### src/rtl/vga_fetch_sched.sv
`timescale 1ns/1ps
// Pixel-domain frame-buffer read scheduler. Issues credit-limited burst reads that keep the
// display FIFO supplied, and raises sticky underflow/overrun flags for software.
module vga_fetch_sched #(
    parameter int unsigned HDISP      = 800,
    parameter int unsigned VDISP      = 480,
    parameter int unsigned BURST      = 16,
    parameter int unsigned FIFO_DEPTH = 256,
    parameter int unsigned AW         = 32
) (
    input  logic          pixel_clk,
    input  logic          pixel_rst_n,
    input  logic          enable,
    input  logic          frame_sync,
    input  logic [AW-1:0] frame_base,
    output logic          req_valid,
    input  logic          req_ready,
    output logic [AW-1:0] req_addr,
    output logic [7:0]    req_len,
    input  logic          fifo_wr,
    input  logic          fifo_rd,
    output logic          frame_done,
    output logic          underflow,
    output logic          overrun
);
    localparam int unsigned NBURSTS = HDISP * VDISP / BURST;
    localparam int unsigned CW      = $clog2(FIFO_DEPTH + 1);
    localparam int unsigned BW      = $clog2(NBURSTS + 1);

    localparam logic [CW-1:0] BURST_C   = CW'(BURST);
    localparam logic [CW:0]   DEPTH_C   = (CW + 1)'(FIFO_DEPTH);
    localparam logic [BW-1:0] NBURSTS_C = BW'(NBURSTS);
    localparam logic [AW-1:0] STRIDE    = AW'(BURST * 4);

    typedef enum logic [1:0] {StIdle, StFetch, StDone} state_e;

    state_e        state_q, state_d;
    logic          req_valid_q, req_valid_d;
    logic [AW-1:0] req_addr_q, req_addr_d;
    logic [AW-1:0] base_q, base_d;
    logic [BW-1:0] left_q, left_d;
    logic [CW-1:0] committed_q, committed_d;
    logic [CW-1:0] fifo_cnt_q, fifo_cnt_d;
    logic          reload_pend_q, reload_pend_d;
    logic          frame_done_q, frame_done_d;
    logic          underflow_q, underflow_d;
    logic          overrun_q, overrun_d;
    logic          hs, pending, rd_ok, reload, credit_ok;

    assign hs      = req_valid_q && req_ready;
    assign pending = req_valid_q && !req_ready;
    assign rd_ok   = fifo_rd && (fifo_cnt_q != '0);

    always_comb begin
        state_d       = state_q;
        req_addr_d    = req_addr_q;
        base_d        = base_q;
        left_d        = left_q;
        reload_pend_d = reload_pend_q;
        frame_done_d  = 1'b0;
        reload        = 1'b0;
        underflow_d   = underflow_q | (fifo_rd && (fifo_cnt_q == '0));
        overrun_d     = overrun_q | (frame_sync && (state_q == StFetch));

        fifo_cnt_d = fifo_cnt_q;
        if (fifo_wr && !rd_ok) begin
            fifo_cnt_d = fifo_cnt_q + CW'(1);
        end else if (!fifo_wr && rd_ok) begin
            fifo_cnt_d = fifo_cnt_q - CW'(1);
        end

        // Floor at zero: a read can only outnumber credits after software misaligns the FIFO.
        committed_d = committed_q;
        if (hs) committed_d = committed_d + BURST_C;
        if (rd_ok && (committed_d != '0)) committed_d = committed_d - CW'(1);

        if (frame_sync) base_d = frame_base;

        if (hs) begin
            req_addr_d = req_addr_q + STRIDE;
            left_d     = left_q - BW'(1);
            if (left_q == BW'(1)) begin
                frame_done_d = 1'b1;
                state_d      = StDone;
            end
        end

        unique case (state_q)
            StIdle, StDone: reload = frame_sync && enable;
            StFetch: begin
                if (frame_sync && enable && pending) begin
                    reload_pend_d = 1'b1;
                end else if ((frame_sync && enable) || (reload_pend_q && hs)) begin
                    reload = 1'b1;
                end
            end
            default: ;
        endcase

        if (reload) begin
            state_d       = StFetch;
            req_addr_d    = frame_sync ? frame_base : base_q;
            left_d        = NBURSTS_C;
            reload_pend_d = 1'b0;
        end

        if (!enable && !pending) begin
            state_d       = StIdle;
            reload_pend_d = 1'b0;
        end

        credit_ok = ({1'b0, committed_d} + {1'b0, BURST_C}) <= DEPTH_C;
        if (pending) begin
            req_valid_d = 1'b1;
        end else begin
            req_valid_d = (state_d == StFetch) && (left_d != '0) && credit_ok;
        end
    end

    always_ff @(posedge pixel_clk or negedge pixel_rst_n) begin
        if (!pixel_rst_n) begin
            state_q       <= StIdle;
            req_valid_q   <= 1'b0;
            req_addr_q    <= '0;
            base_q        <= '0;
            left_q        <= '0;
            committed_q   <= '0;
            fifo_cnt_q    <= '0;
            reload_pend_q <= 1'b0;
            frame_done_q  <= 1'b0;
            underflow_q   <= 1'b0;
            overrun_q     <= 1'b0;
        end else begin
            state_q       <= state_d;
            req_valid_q   <= req_valid_d;
            req_addr_q    <= req_addr_d;
            base_q        <= base_d;
            left_q        <= left_d;
            committed_q   <= committed_d;
            fifo_cnt_q    <= fifo_cnt_d;
            reload_pend_q <= reload_pend_d;
            frame_done_q  <= frame_done_d;
            underflow_q   <= underflow_d;
            overrun_q     <= overrun_d;
        end
    end

    assign req_valid  = req_valid_q;
    assign req_addr   = req_addr_q;
    assign req_len    = 8'(BURST);
    assign frame_done = frame_done_q;
    assign underflow  = underflow_q;
    assign overrun    = overrun_q;

endmodule

### config.mk
export PLATFORM = sky130hd
export DESIGN_NAME = vga_fetch_sched
export DESIGN_NICKNAME = d
export VERILOG_FILES = /design/src/rtl/vga_fetch_sched.sv
export SDC_FILE = /design/constraint.sdc
export NUM_CORES = 1
export LEC_CHECK = 0
export ABC_AREA = 1
export BUFFER_PORTS_ARGS = -buffer_cell sky130_fd_sc_hd__buf_2
export CORE_MARGIN = 1.5
export CORE_UTILIZATION = 50
export DETAILED_ROUTE_END_ITERATION = 8
export PLACE_DENSITY = 0.73
export SKIP_LAST_GASP = 1
export SYNTH_ARGS = -nofsm -noshare
export SYNTH_HDL_FRONTEND = slang
export SYNTH_SLANG_ARGS = --single-unit
### constraint.sdc
create_clock -name pixel_clk -period 4.5 [get_ports pixel_clk]
set_input_delay 0.225 -clock pixel_clk [delete_from_list [all_inputs] [get_ports pixel_clk]]
set_output_delay 0.225 -clock pixel_clk [all_outputs]
set_load 0.02 [all_outputs]
Word-level counts from Yosys, hierarchy flattened
Index checks and enable logic that the tools add are counted.
{"block": "classes", "add_sub_neg": 7, "magnitude_cmp": 1, "n_eq_ne": 4, "mux": 23, "bitwise_logic": 2, "n_reduce_logical": 31}
{"operator": "2-to-1 mux 32 bit", "count": 3}
{"operator": "2-to-1 mux 9 bit", "count": 4}
{"operator": "adder 32 x 7 -> 32 bit, second input constant", "count": 1}
{"operator": "2-to-1 mux 15 bit", "count": 2}
{"operator": "nonzero test 9 bit", "count": 2}
{"operator": "subtractor 9 x 1 -> 9 bit, second input constant", "count": 2}
{"operator": "equality test 15 x 1 -> 1 bit, second input constant", "count": 1}
{"operator": "nonzero test 15 bit", "count": 1}
{"operator": "subtractor 15 x 1 -> 15 bit, second input constant", "count": 1}
{"operator": "logical AND 1 bit", "count": 14}
{"operator": "adder 9 x 5 -> 10 bit, second input constant", "count": 1}
{"operator": "<= comparator 10 x 9 -> 1 bit, second input constant", "count": 1}
{"operator": "adder 9 x 1 -> 9 bit, second input constant", "count": 1}
{"operator": "adder 9 x 5 -> 9 bit, second input constant", "count": 1}
{"operator": "zero test 9 bit", "count": 1}
{"operator": "2-to-1 mux 1 bit", "count": 9}
{"operator": "2-to-1 mux 2 bit", "count": 4}
{"operator": "nonzero test 3 bit", "count": 2}
{"operator": "zero test 1 bit", "count": 5}
{"operator": "equality test 2 x 1 -> 1 bit, second input constant", "count": 2}
{"operator": "nonzero test 2 bit", "count": 2}
{"operator": "equality test 2 bit, second input constant", "count": 1}
{"operator": "zero test 2 bit", "count": 1}
{"operator": "OR 1 bit", "count": 2}
{"operator": "other kinds (4)", "count": 4}
{"block": "word_totals", "regBits": 104, "wordCells": 79}

Depth between registers and ports, before layout
Gate-level depths: netlist of run 1.
{"block": "logic_depth", "ltp_word": 12, "ltp_mapped": 19}

Worst setup path after synthesis of run 1
No wires, ideal clock.
{"block": "synth_path", "path_type": "reg2reg", "from": "register fifo_cnt_q[0]", "to": "register fifo_cnt_q[7]", "setup_ns": 0.118, "t_arrival_ns": 2.614, "required_ns": 4.382, "path_slack_ns": 1.769, "stages_incl_launch_ff": 19, "path_buffers": 0, "synth_period_minus_slack_ns": 2.731, "path_cell_list": "dfrtp_1 -> inv_1 -> nand2_1 -> nor3_1 -> nor2_1 -> inv_1 -> ha_1 -> inv_1 -> ha_1 -> a21oi_1 -> nand2_1 -> nand2_1 -> nand2_1 -> a21oi_1 -> nor2_1 -> o21ai_0 -> nand3_1 -> nand3_1 -> nand2_1"}
{"block": "synth_via", "elab_chain_cells": 5}
{"item": "start: declaration", "line_no": "43", "rtl": "logic [CW-1:0] fifo_cnt_q, fifo_cnt_d;"}
{"item": "start signal: assignment", "line_no": "140", "rtl": "fifo_cnt_q <= fifo_cnt_d;"}
{"item": "branches (longest 5 deep; another with subtractor 9 x 1 -> 9 bit)"}
Parallel ways; which one is timed is not known. The select of a mux whose other input is x is not followed.
A chain may end at the register's enable or synchronous reset.

Worst setup path after layout of run 1
{"block": "layout_path", "from": "register fifo_cnt_q[7]", "to": "register fifo_cnt_q[7]"}
Same word-level chain as after synthesis.

==> summary.md, run 1 <==
| Metric | Value |
|---|---|
| Number of port buffers | 74 |
| Syn Inst Count | 773 |
| Gr usage total | 0.227 |
| Clk Latency, worst-skew pair | 0.36 ns |
| Critical path arrival | around 3.4 ns |
| Pwr Density | roughly 540 nW/um2 |
| H-tree Lvls | 3 |
| Slew HR | 0.290 |
| Total power | 3.54 mW |
| CTS tree | built |
| Synth warn | 0 |
| Worst VDD drop | 0.304 mV |
| Clock-pin slew on the worst setup and hold paths | 0.08 ns |
| Die X | 111 um |
| Number of global-route vias before repair | 4874 |
| Unique masters post-synth | 37 |
| Leakage Power | between 3 and 4 nW |
| GR Overflow Total | 0 |
| Global-route wire length before repair | 22700 um |
| Fmax | 319 MHz |
| Place WS | 1.40 ns |
| Layout Nets | 894 |
| Initial antenna violation count | 0 |
| WHS | about 0.085 ns |
| Final Util | 0.578 |
| DR vias | around 5000 |
| DR iter-0 viols | 252 |
| Post-synth top cells | 277 x nand2_1, 104 x dfrtp_1, 81 x inv_1, 73 x nor2_1, 62 x nand3_1 |
| Total Die Area | 12300 um2 |
| Worst-path maximum fanout | 10 |
| Synth Flop Type | dfrtp_1 |
| Total wire length | 13100 um |
| Final Hold Vio Count | 0 |
| Synth top area share | 0.449 |
| Post-synth ARST share | 1.00 |
| Number of buffers created by CTS | 9 |
| Syn_area_per_cell | 7.51 um2 |
| Status | finished, final reports clean |
| Sinks on Clock Net | between 100 and 150 |
| # IOs | 83 |
| Top-count cell post-synth | nand2_1 |
| Core Box Area | roughly 11000 um2 |
| Fraction of layout cells with a size suffix above 1 | 0.134 |
| Fillers | 1096 |
| Worst-Margin Slew | approximately 1.1 ns |
| Fin crit period | 3.14 ns |
| Post-Syn Area | 5800 um2 |
| Final GP Congestion | about 0.89 |
| Post-synth top area cell | dfrtp_1 |
| # setup viols final | 0 |
| Clk_skew | around 0.0095 ns |
| Post-DRT Antenna Nets | 0 |
| Largest net degree at the start of global routing | 61 |
| Number of diodes | 0 |
| CTS Root Cell | clkbuf_16 |
| Maxcap violations | 0 |
| Area Growth Syn to Fin | 13.2% |
| Pins over their slew limit | 0 |
| Max Root-Sink Buffers | 2 |
| HP Class | input port to register |
| Vias/cell | 5.09 |
| Initial Utilization | 0.510 |
| Setup CP Type | register to register |
| Ranking of synthesized cells by area | dfrtp_1 45%, nand2_1 18%, nand3_1 5.3% |
| RSZ-0062 raised after global routing | false |
| EDFF count, synth | 0 |
| Die Ht | 111 um |
| Drt first pass iters | 4 |
| Startpoint types | register |
| FF+latch count, synth | 104 |
| Register area share after synthesis | 0.449 |
| TNS Setup | 0 ns |
| CP endpoint kind | register |
| Crit share post-route | 0.697 |
| Residual DRC count | 0 |
| WL/cell | 13.3 um |
| PnR worst setup slack | 1.36 ns |
| Hpwl dp | roughly 9500 um |
| Setup bufs post-CTS | 0 |
| Placement Rows | 39 |
| Worst Path Required | 4.76 ns |
[layout by cell type (no fill, tap or decap), types with 2 or more instances in the layout]
cell type and instances:
xnor2_1 8, o21ai_2 4, xor2_1 21, a31oi_1 7
nand3_1 62, conb_1 8, nand4_1 11, o21bai_1 2
o211ai_1 7, inv_8 2, buf_4 5, a21oi_1 14
o22ai_1 3, o221ai_1 6, clkbuf_16 9, nor3_1 12
nor2_2 2, o21ai_0 12, inv_2 3, nand2_2 5
nor2_1 73, inv_6 2, inv_1 81, nand2_1 277
ha_1 14, dfrtp_1 104, nor3b_1 2, buf_2 73
nand2_4 3, nor4_1 2
[through the flow]
stage               area (um2)  cells
global placement          6240    971
global route              6570    988
CTS                       6570    988
detailed placement        6240    971
floorplan                 5820    779
finish                    6570    988
[where the power goes]
group | switching (mW) | internal, mW
Sequential | 0.247 | 1.17
Clock | 0.389 | 0.449
Combinational | 0.818 | 0.469
[critical path: stages, from the launching register on]
cell	delay, ns
dfrtp_1	0.38
nor2_1	0.07
nand3_1	0.08
nor3_1	0.07
nor2_1	0.44
inv_1	0.10
ha_1	0.19
inv_1	0.28
ha_1	0.35
a21oi_1	0.16
nand2_1	0.08
nand2_1	0.08
nand2_1	0.05
a21oi_1	0.16
nor2_1	0.07
o21ai_0	0.22
nand3_1	0.10
nand3_1	0.10
nand2_1	0.05
[state kept, by name, summed over array words and instances, names as in the netlist, 2 cells and up]
name         flops
req_addr        32
base_q          32
fifo_cnt_q       9
state_q          2
committed_q      9
left_q          15
[area by class of cell]
type	instances	area (um2)	share of cell area
multi-input combinational	562	2740	0.417
tap	143	179	0.0272
inverter	84	315	0.0480
clock buffer	9	225	0.0343
clock inverter	7	95.1	0.0145
timing repair buffer	79	413	0.0629
sequential	104	2600	0.396
[final timing paths]
| kind | cells past startpoint | slack [ns] | startpoint | end |
|---|---|---|---|---|
| worst max-delay path | 18 | 1.36 | fifo_cnt_q[7]$_DFFE_PN0P_ | fifo_cnt_q[7]$_DFFE_PN0P_ |
| min in group asynchronous | 2 | 0.47 | pixel_rst_n | base_q[28]$_DFF_PN0_ |
| worst min-delay path | 3 | 0.08 | frame_base[5] | base_q[5]$_DFF_PN0_ |
| worst max register to register | 18 | 1.36 | fifo_cnt_q[7]$_DFFE_PN0P_ | fifo_cnt_q[7]$_DFFE_PN0P_ |
| worst min register to register | 2 | 0.47 | base_q[4]$_DFF_PN0_ | base_q[4]$_DFF_PN0_ |
| max in group asynchronous | 3 | 2.98 | pixel_rst_n | base_q[0]$_DFF_PN0_ |
[routing by layer]
layer | wire [um] | GRT usage | vias to the layer above
met5 | 0 | 0 | -
met4 | 164 | 0.0632 | 0
met3 | 707 | 0.0590 | 18
met2 | 6100 | 0.364 | 113
met1 | 6120 | 0.307 | 2330
li1 | - | - | 2563
[repair_timing]
item	4_1_cts	5_1_grt
endpoints found under the hold margin	59	0
hold buffers	1	0
gates resized for setup	0	0
[logic make-up after synthesis]
group / share of synthesized area
AND/OR/NAND/NOR: 0.325
buffers and inverters: 0.0837
flip-flops: 0.449
AO/OA/AOI/OAI: 0.0641
XOR/XNOR: 0.0438
adder cells (fa/ha/maj): 0.0336
other: 0.00129
No activity file was read; power rests on OpenSTA's default activity.
==> run 2, diff against run 1 <==
Settings changed: PLACE_DENSITY 0.73 to 0.76.
Clock period 4.5 ns to 2.78 ns, I/O delays scaled along.
==> run 2 against run 1 <==
Compared with the run above:
- clock skew is 0.00085 ns lower
- design area up 0.86%
- core utilization increased by 0.50 points
- cell count grew 0.40%
- sequential cell count unchanged
- worst hold slack got worse by 0.076 ns
- worst setup slack worse by 1.1 ns
- global-route usage shrank 1.2 points
- die area unchanged
- fmax grew 25%
- first-iteration DRC count grew 9.9%
- critical path depth stayed put
- largest cell class unchanged
- largest power group unchanged
==> summary.md, run 2 (synthesis gave the netlist of run 1 again) <==
| Metric | Value |
|---|---|
| Fmax | 398 MHz |
| Layout Nets | 898 |
| CTS tree | built |
| Drt first pass iters | 5 |
| Largest net degree at the start of global routing | 61 |
| GR Overflow Total | 0 |
| Core Box Area | 11400 um2 |
| H-tree Lvls | 3 |
| Sinks on Clock Net | between 100 and 150 |
| Die Ht | 111 um |
| Global-route wire length before repair | 22000 um |
| Critical path arrival | 2.74 ns |
| Die X | 111 um |
| Total Die Area | between 10000 and 15000 um2 |
| Crit path launch | fifo_cnt_q[7]$_DFFE_PN0P_ |
| # IOs | 83 |
| Max Root-Sink Buffers | 2 |
| Fin crit period | 2.51 ns |
| Final GP Congestion | 0.865 |
| Post-DRT Antenna Nets | 0 |
| Most common cell after layout, fill and taps aside | nand2_1 |
| Number of buffers created by CTS | 9 |
| Leakage Power | 3.39 nW |
| DR iter-0 viols | 277 |
| Clock-pin slew on the worst setup and hold paths | 0.08 ns |
| DR vias | slightly above 5000 |
| Worst-Margin Slew | 0.752 ns |
| Clk Latency, worst-skew pair | 0.34 ns |
| Number of diodes | 0 |
| Placement Rows | 39 |
| Number of global-route vias before repair | between 4000 and 5000 |
| Pins over their slew limit | 0 |
| Number of port buffers | 74 |
| Fraction of layout cells with a size suffix above 1 | 0.141 |
| Total wire length | around 12000 um |
| Crit share post-route | 0.903 |
| WL/cell | 12.6 um |
| Maxcap violations | 0 |
| Most frequent cells in the layout | 277 x nand2_1, 104 x dfrtp_1, 80 x inv_1 |
| Clk_skew | 0.00861 ns |
| Worst Path Required | 3.01 ns |
| Total power | 5.70 mW |
| Vias/cell | 5.07 |
| Final Util | 0.582 |
| Pwr Density | 861 nW/um2 |
| Startpoint types | register |
| Worst VDD drop | 0.482 mV |
| Reg2reg start | fifo_cnt_q[7]$_DFFE_PN0P_ |
| RSZ-0062 raised after global routing | false |
| Hpwl dp | roughly 9100 um |
| Final Hold Vio Count | 0 |
| Status | finished, final reports clean |
| Setup bufs post-CTS | 0 |
| CTS Root Cell | clkbuf_16 |
| # setup viols final | 0 |
| Worst-path maximum fanout | 7 |
| Gr usage total | 0.215 |
| Worst Hold Launch | frame_base[2] |
| Initial antenna violation count | 0 |
| Setup CP Type | register to register |
| Residual DRC count | 0 |
| Initial Utilization | 0.510 |
| Slew HR | 0.497 |
| CP endpoint kind | register |
| HP Class | input port to register |
| Area Growth Syn to Fin | 14.1% |
run 2: cell types whose count changed in the layout (fill, tap and decap cells not counted), sizes merged:
cell	previous run	this run
clkbuf	9	10
inv	88	87
clkinvlp	0	1
clkinv	2	1
buf	78	82
run 2: cell type report:
cell class	count	area, um2
fillers	1040	4750
multi-input cells	562	2760
flip-flops and latches	104	2600
repair buffers	83	455
inverters	84	315
clock buffers	10	229
well taps	143	179
clock inverters	6	85.1
run 2: worst paths after layout:
path	end	slack [ns]	cells after the start
max	fifo_cnt_q[7]$_DFFE_PN0P_	0.27	18
min	base_q[2]$_DFF_PN0_	0.009	3
max reg2reg	fifo_cnt_q[7]$_DFFE_PN0P_	0.27	18
min reg2reg	underflow$_DFF_PN0_	0.46	1
max in group asynchronous	left_q[7]$_DFF_PN0_	1.73	3
min in group asynchronous	base_q[5]$_DFF_PN0_	0.33	2
run 2: metrics by stage:
step	setup TNS (ns)	instance area [um2]	hold slack, ns	cells	setup slack (ns)
floorplan	0	5820	-0.157	779	0.0486
global placement	0	6280	0.178	975	0.103
detailed placement	-0.0387	6280	0.177	975	-0.0387
CTS	0	6610	0.00987	992	0.0223
global route	0	6620	0.00933	992	0.00220
finish	0	6620	0.00877	992	0.269
run 2: report_power, final:
group          switching (mW)  total (mW)  internal [mW]  leakage (nW)
Clock                   0.599        1.32          0.723         0.150
Combinational            1.32        2.11          0.786          1.98
Sequential              0.385        2.27           1.89          1.26
run 2: repair_timing:
item,4_1_cts,5_1_grt
resized for setup,1,5
setup endpoints to repair,1,3
hold buffers,1,0
hold endpoints to repair,44,0
run 2: per-layer routing:
metal | GRT usage | share of wire | wire [um] | up-vias
li1 | - | - | - | 2576
met1 | 0.308 | 0.47 | 5910 | 2313
met2 | 0.345 | 0.46 | 5770 | 134
met3 | 0.0301 | 0.054 | 670 | 10
met4 | 0.0564 | 0.011 | 134 | 0
met5 | 0 | 0 | 0 | -
run 2: critical path: stages (launching register included):
cell and delay [ns]:
dfrtp_1 0.41, nor2_1 0.14, nand3_1 0.10, nor3_2 0.16, nor2_1 0.09, inv_1 0.06
ha_1 0.14, inv_2 0.09, ha_4 0.24, a21oi_1 0.13, nand2_1 0.07, nand2_1 0.07
nand2_1 0.06, a21oi_1 0.17, nor2_1 0.08, o21ai_1 0.15, nand3_1 0.09, nand3_1 0.09
nand2_1 0.06
